**config.mk**
```make
export PLATFORM = sky130hd
export DESIGN_NAME = draw_sprite
export DESIGN_NICKNAME = d
export VERILOG_FILES = /design/src/rtl/draw_sprite.sv
export SDC_FILE = /design/constraint.sdc
export NUM_CORES = 1
export LEC_CHECK = 0
export BUFFER_PORTS_ARGS = -buffer_cell sky130_fd_sc_hd__buf_2
export CORE_MARGIN = 2
export CORE_UTILIZATION = 56
export CTS_BUF_LIST = sky130_fd_sc_hd__clkbuf_16
export CTS_CLUSTER_DIAMETER = 100
export DETAILED_ROUTE_END_ITERATION = 6
export PLACE_DENSITY = 0.82
export SKIP_LAST_GASP = 1
export SYNTH_ARGS = -nofsm -noshare
export SYNTH_HDL_FRONTEND = slang
export SYNTH_SLANG_ARGS = --single-unit
```
**constraint.sdc**
```tcl
create_clock -name vclk -period 13.15 [get_ports vclk]
set_input_delay 2.63 -clock vclk [delete_from_list [all_inputs] [get_ports vclk]]
set_output_delay 2.63 -clock vclk [all_outputs]
set_load 0.05 [all_outputs]
```
**src/rtl/draw_sprite.sv**
```systemverilog
// Draws a 2-bit/pixel ROM sprite at a per-frame latched origin, with palette lookup, h-flip and integer scaling.
// Latency ROM_LAT+2 cycles from hcount/vcount to pixel_out/pixel_vld; free-running, no backpressure.
module draw_sprite #(
    parameter int SPR_W      = 78,
    parameter int SPR_H      = 53,
    parameter int SCALE_LOG2 = 0,
    parameter int ROM_LAT    = 1,
    parameter int ADDR_W     = 13
) (
    input  logic              vclk,
    input  logic              rst,
    input  logic [10:0]       hcount,
    input  logic [9:0]        vcount,
    input  logic [10:0]       org_x,
    input  logic [9:0]        org_y,
    input  logic              enable,
    input  logic              hflip,
    input  logic [7:0]        pal1,
    input  logic [7:0]        pal2,
    input  logic [7:0]        pal3,
    output logic [ADDR_W-1:0] mem_addr,
    input  logic [1:0]        mem_data,
    output logic [7:0]        pixel_out,
    output logic              pixel_vld
);
    localparam int EXT_W = SPR_W << SCALE_LOG2;
    localparam int EXT_H = SPR_H << SCALE_LOG2;

    logic [10:0]       ox_q;
    logic [9:0]        oy_q;
    logic              flip_q;
    logic              en_q;
    logic [ADDR_W-1:0] mem_addr_q;
    logic [ADDR_W-1:0] addr_d;
    // bit 0 lines up with mem_addr_q, bit ROM_LAT with mem_data
    logic [ROM_LAT:0]  hit_q;
    logic [7:0]        pix_q;
    logic [7:0]        pix_d;
    logic              vld_q;
    logic              vld_d;
    logic [11:0]       dx;
    logic [11:0]       dy;
    logic [11:0]       col;
    logic [11:0]       row;
    logic              hit_d;

    // 12-bit differences so origins near the counter maximum never wrap onto the left/top edge
    always_comb begin
        dx     = {1'b0, hcount} - {1'b0, ox_q};
        dy     = {2'b00, vcount} - {2'b00, oy_q};
        hit_d  = en_q && (hcount >= ox_q) && (vcount >= oy_q)
                 && ({20'd0, dx} < 32'(EXT_W)) && ({20'd0, dy} < 32'(EXT_H));
        col    = dx >> SCALE_LOG2;
        if (flip_q) begin
            col = 12'(SPR_W - 1) - col;
        end
        row    = dy >> SCALE_LOG2;
        addr_d = ADDR_W'(row) * ADDR_W'(SPR_W) + ADDR_W'(col);
    end

    always_comb begin
        vld_d = 1'b0;
        pix_d = 8'h00;
        if (hit_q[ROM_LAT]) begin
            case (mem_data)
                2'b01:   begin vld_d = 1'b1; pix_d = pal1; end
                2'b10:   begin vld_d = 1'b1; pix_d = pal2; end
                2'b11:   begin vld_d = 1'b1; pix_d = pal3; end
                default: begin vld_d = 1'b0; pix_d = 8'h00; end
            endcase
        end
    end

    always_ff @(posedge vclk) begin
        if (!rst) begin
            ox_q       <= '0;
            oy_q       <= '0;
            flip_q     <= 1'b0;
            en_q       <= 1'b0;
            mem_addr_q <= '0;
            hit_q      <= '0;
            vld_q      <= 1'b0;
            pix_q      <= 8'h00;
        end else begin
            if (hcount == '0 && vcount == '0) begin
                ox_q   <= org_x;
                oy_q   <= org_y;
                flip_q <= hflip;
                en_q   <= enable;
            end
            mem_addr_q <= hit_d ? addr_d : '0;
            hit_q      <= {hit_q[ROM_LAT-1:0], hit_d};
            vld_q      <= vld_d;
            pix_q      <= pix_d;
        end
    end

    assign mem_addr  = mem_addr_q;
    assign pixel_out = pix_q;
    assign pixel_vld = vld_q;
endmodule

```
==> results.tsv, run 1 <==
metric	value	unit
Worst setup EP type	flop	
TritonCTS clock tree	done	
hold_buf cts	0	
synthesized area per cell	8.83	um2
cell taking the most area after synthesis	dfxtp_1	
Synth Area in Simple Gates	0.171	
Worst setup SP type	input pin	
Tot GR Track Use	0.228	
ys flop type	dfxtp_1	
DRC violations left	0	
Peak Freq	127	MHz
vias in the first global route	3717	
largest cells by area after synthesis	dfxtp_1, ha_1, fa_1	
Clock Skew	0.00419	ns
Worst setup endpoint	mem_addr[12]$_SDFF_PN0_	
layout cells sized above 1	0.222	
fin nets	734	
pwr dens	167	mW/mm2
Net Count, Synth	644	
post-synthesis cell type count	56	
IO Count	94	
Worst Setup SP	vcount[0]	
Num Clock Sinks	47	
H-tree depth	2	
Synth top area share	0.213	
Slew HR	0.364	
sequential fraction of the synthesis area	0.213	
worst slew pin tran	0.945	ns
mux share of post-synthesis cell area	0.0774	
initial antenna violation count	0	
Starting Density	0.574	
wirelength, routed	9460	um
Slew Limit Fails	0	
Overflow after GRT	0	
Period minus WS final	7.90	ns
setup TNS	0	ns
commonest non-fill, non-tap cell in the layout	buf_2	
Synth Area in Compound Gates	0.147	
largest net degree at the start of global routing	27	
Post-CTS Setup Inserts	0	
Die Span Y	92.8	um
core area	0.00769	mm2
outcome	finished, final reports clean	
Post-DP HPWL	7720	um
CP arrival	8.13	ns
Max IR drop VDD	0.130	mV
Max Cap Violations	0	
die area	0.00861	mm2
EDFF count, synth	0	
asr flop ratio synth	0	
most frequent cells in the layout	buf_2, inv_1, ha_1	
cell row count	32	
adder-cell area share of the yosys netlist	0.230	
WHS Path Cells	1	
PortBufs	93	
final setup vio count	0	
Hold Vio Cnt, Final	0	
Tcrit/Tclk final	0.601	
clk root buf	clkbuf_16	
clock latency on the worst-skew pair	0.29	ns
Post-Syn Area	0.00442	mm2
CP Class	input pin to flop	
Worst-path clk slew	0.07	ns
combinational family with the most area after synthesis	adder cells	
via count	3766	
RD Place Congestion	0.852	
first-pass GRT wire length	16100	um
Post-DRT Antenna Nets	0	
xor-xnor portion of the synthesized cell area	0.0884	
FF-to-FF End	mem_addr[12]$_SDFF_PN0_	
worst r2r path cells	25	
#FFs+latches synth	47	
FF-to-FF setup slack	7.41	ns
Worst Path Max Fanout	5	
Mapped Cells	500	
fin util	0.664	
CTS Buffer Depth	2	
RSZ-0062 raised after global routing	false	
DR iter-0 viols	147	
post_cts resized	0	
die span in x	92.8	um
vias per cell	5.43	
hold crit path type	flop to flop	
synth-to-layout area growth	15.6	%
RR Startpoint	oy_q[0]$_SDFFE_PN0P_	
leakage power	2.24	nW
required time worst endpoint	13.38	ns
fillers	651	
DRT Pass-1 Iters	4	
DR WL/cell	13.6	um
CTS Buf Count	5	
Synth Warn #	0	
ant diodes	0	
-- how the worst min path moves through the flow --
stage	start	to	slack [ns]
2_1_floorplan	hit_q[0]$_SDFF_PN0_	hit_q[1]$_SDFF_PN0_	0.41
3_3_place_gp	hit_q[0]$_SDFF_PN0_	hit_q[1]$_SDFF_PN0_	0.42
3_5_place_dp	hit_q[0]$_SDFF_PN0_	hit_q[1]$_SDFF_PN0_	0.43
4_1_cts	hit_q[0]$_SDFF_PN0_	hit_q[1]$_SDFF_PN0_	0.45
5_1_grt	hit_q[0]$_SDFF_PN0_	hit_q[1]$_SDFF_PN0_	0.47
6_report	hit_q[0]$_SDFF_PN0_	hit_q[1]$_SDFF_PN0_	0.44
-- sequential cells by signal (all words and copies together), names as in the netlist --
name / cells
en_q: 1
oy_q: 10
pixel_vld: 1
flip_q: 1
pixel_out: 8
mem_addr: 13
ox_q: 11
hit_q: 2
-- cell families after synthesis --
group,count (synthesis)
simple gates,134
compound gates,92
buf+inv,79
fa+ha+maj,72
flops,47
xor+xnor,43
mux,33
-- where the power goes --
group / leakage [nW] / internal [W] / switching [W] / total, W
sequential: 0.378 / 0.000142 / 0.0000000000284 / 0.000142
clock: 0.0742 / 0.0000713 / 0.0000599 / 0.000131
combinational: 1.79 / 0.000259 / 0.000318 / 0.000577
-- cell usage after synthesis (4+ instances only) --
master     n
xor2_1    14
o21bai_1   6
nand2b_1   4
nor2b_1   35
clkbuf_1   6
a31oi_1    5
a21oi_1   17
nor2_1    31
nor4_1     8
fa_1      15
nor3_1    13
ha_1      57
dfxtp_1   47
inv_1     67
a22oi_1    8
mux2_2     9
nand3_1    6
xnor2_1   28
o21a_1     9
o21ai_0   13
a21o_1     6
nand2_1   12
mux2i_1   24
nor2_4     7
-- cell type report --
| class | instances | area, um2 | area share |
|---|---|---|---|
| Inverter | 68 | 255 | 0.0500 |
| Timing Repair Buffer | 94 | 473 | 0.0927 |
| Clock buffer | 5 | 125 | 0.0245 |
| Multi-Input combinational cell | 374 | 3160 | 0.619 |
| Tap cell | 102 | 128 | 0.0250 |
| Sequential cell | 47 | 941 | 0.184 |
| Clock inverter | 3 | 22.5 | 0.00441 |
-- per-stage QoR --
stage                     hold WS, ns  area (um2)  std cells  total power (W)  setup slack [ns]
after CTS                       0.450        5100        693         0.000849              5.28
final                           0.444        5100        693         0.000850              5.25
after global placement          0.423        4950        685         0.000688              5.27
after floorplan                 0.412        4420        500         0.000621              5.62
after detailed placement        0.434        4950        685         0.000712              4.99
after global routing            0.468        5100        693         0.000925              4.85
-- worst max-delay path, stage by stage --
cell and delay (ns):
buf_2 0.11, inv_1 0.05, ha_1 0.16, inv_1 0.07, fa_1 0.42, a211oi_1 0.27
o21bai_1 0.12, a21oi_1 0.21, xor2_1 0.38, inv_1 0.20, ha_1 0.35, xor2_1 0.17
ha_1 0.32, inv_1 0.05, fa_1 0.53, inv_1 0.04, ha_1 0.32, o21ai_0 0.10
a21oi_1 0.17, nor2_1 0.07, xnor2_1 0.12, ha_1 0.34, nor3_1 0.21, nor2_1 0.07
o41ai_1 0.06, xnor3_1 0.49, nor2_4 0.08
-- per-layer routing --
layer / GRT usage / vias to the layer above / routed length (um)
met5: 0 / - / 0
met3: 0.0423 / 16 / 512
met1: 0.276 / 1744 / 4050
met4: 0.0723 / 0 / 182
met2: 0.407 / 109 / 4720
li1: - / 1897 / -
(Power assumes the default switching activity.)
==> run 2, diff against run 1 <==
clock period = 8.19 ns   (was 13.15 ns; I/O delays follow)
==> run 2 against run 1 <==
  * Global-route usage down 0.23 points
  * Via count up 0.19%
  * Utilization unchanged
  * Critical path depth unchanged
  * Count of clock-buffer cells in the layout unchanged
  * Largest power group unchanged
  * First-iteration DRC count down 1.4%
  * Worst hold slack better by 0.0014 ns
  * Non-clock buffer count unchanged
  * Flip-flop and latch count unchanged
  * Clock skew up 0.0016 ns
==> results.tsv, run 2 (synthesized netlist as in run 1, its figures left out) <==
metric	value	unit	change
worst slew pin tran	0.925	ns	-0.0208 ns
CP Class	input pin to flop		
Post-DRT Antenna Nets	0		unchanged
Starting Density	0.574		unchanged
DRT Pass-1 Iters	4		unchanged
setup TNS	0	ns	unchanged
Clock Skew	0.00576	ns	+0.00158 ns
PortBufs	93		unchanged
commonest non-fill, non-tap cell in the layout	buf_2		
pwr dens	266	mW/mm2	+60%
vias in the first global route	3640		-2.1%
IO Count	94		unchanged
dpl ws	1.03	ns	-3.96 ns
fin nets	734		unchanged
Worst setup SP type	input pin		
fillers	650		-0.15%
Die Span Y	92.8	um	unchanged
core area	0.00769	mm2	unchanged
Slew Limit Fails	0		unchanged
Overflow after GRT	0		unchanged
Max IR drop VDD	0.208	mV	+60%
clock latency on the worst-skew pair	0.29	ns	about the same
RD Place Congestion	0.852		unchanged
hold_buf cts	0		unchanged
max reg flops	13		unchanged
uppermost layer routed	met4		
Max Cap Violations	0		unchanged
multi-input logic area	0.00316	mm2	unchanged
ant diodes	0		unchanged
TritonCTS clock tree	done		
Period minus WS final	6.93	ns	
Worst Path Max Fanout	5		unchanged
DRC violations left	0		unchanged
cell row count	32		unchanged
metal2 WL	4560	um	-3.2%
first-pass GRT wire length	16000	um	-0.77%
Num Clock Sinks	47		unchanged
Worst-path clk slew	0.07	ns	about the same
Post-CTS Setup Inserts	0		unchanged
clk root buf	clkbuf_16		
CTS Buf Count	5		unchanged
Worst setup EP type	flop		
initial antenna violation count	0		unchanged
outcome	finished, final reports clean		
DR WL/cell	13.6	um	-0.49%
leakage power	2.24	nW	unchanged
DR iter-0 viols	145		-1.4%
RSZ-0062 raised after global routing	false		
most frequent cells in the layout	buf_2, inv_1, ha_1		
post-route setup slack	1.26	ns	-4.00 ns
Tcrit/Tclk final	0.847		
vias per cell	5.44		+0.19%
post_cts resized	0		unchanged
final setup vio count	0		unchanged
H-tree depth	2		unchanged
Tot GR Track Use	0.226		-0.00232
CTS Buffer Depth	2		unchanged
synth-to-layout area growth	15.6	%	unchanged
hold crit path type	flop to flop		
Peak Freq	144	MHz	
Met3 Wirelength	442	um	-14%
via count	3773		+0.19%
wirelength, routed	9410	um	-0.49%
Register Area	941	um2	unchanged
die span in x	92.8	um	unchanged
largest net degree at the start of global routing	27		unchanged
die area	0.00861	mm2	unchanged
CP arrival	7.17	ns	-0.96 ns
layout cells sized above 1	0.222		unchanged
met1 WL	4160	um	+2.7%
required time worst endpoint	8.42	ns	-4.96 ns
Slew HR	0.378		+0.0140
Hold Vio Cnt, Final	0		unchanged
Post-DP HPWL	7700	um	-0.16%
## run 2: power by group
part	switching [W]	total (W)	internal [W]	leakage [nW]
logic	0.000507	0.000924	0.000416	1.79
registers	0.0000000000471	0.000228	0.000228	0.378
clock network	0.0000924	0.000207	0.000114	0.0742
## run 2: metrics by stage
step	cell area (um2)	hold WS (ns)	total power (W)	utilization	instances
after global routing	5100	0.467	0.00148	0.664	693
after detailed placement	4950	0.434	0.00114	0.645	685
after CTS	5100	0.452	0.00136	0.664	693
after global placement	4950	0.423	0.00110	0.645	685
after floorplan	4420	0.412	0.000997	-	500
final	5100	0.446	0.00136	0.664	693
## run 2: path summary, 6_finish.rpt
path / slack, ns / cells past startpoint / startpoint / end
worst max register to register: 2.42 / 25 / oy_q[0]$_SDFFE_PN0P_ / mem_addr[12]$_SDFF_PN0_
worst min-delay path: 0.45 / 1 / hit_q[0]$_SDFF_PN0_ / hit_q[1]$_SDFF_PN0_
worst max-delay path: 1.26 / 27 / vcount[0] / mem_addr[12]$_SDFF_PN0_
worst min register to register: 0.45 / 1 / hit_q[0]$_SDFF_PN0_ / hit_q[1]$_SDFF_PN0_
## run 2: routing by layer
layer  track usage  up-vias
met3        0.0407       20
met2         0.397      120
li1              -     1894
met5             0        -
met1         0.276     1739
met4        0.0760        0
## run 2: final cells by class
class	count	area share
multi-input combinational	374	0.619
tap	102	0.0250
clock inverter	3	0.00441
timing repair buffer	94	0.0927
sequential	47	0.184
inverter	68	0.0500
clock buffer	5	0.0245
## run 2: worst max-delay path, cell delays in order
cell	delay (ns)
buf_2	0.11
inv_1	0.05
ha_1	0.17
inv_1	0.07
fa_1	0.42
a211oi_1	0.28
o21bai_1	0.12
a21oi_1	0.21
xor2_1	0.39
inv_1	0.20
ha_1	0.35
xor2_1	0.17
ha_1	0.32
inv_1	0.06
fa_1	0.52
inv_1	0.04
ha_1	0.32
o21ai_0	0.09
a21oi_1	0.17
nor2_1	0.07
xnor2_1	0.12
ha_1	0.34
nor3_1	0.20
nor2_1	0.06
o41ai_1	0.06
xnor3_1	0.49
nor2_4	0.09
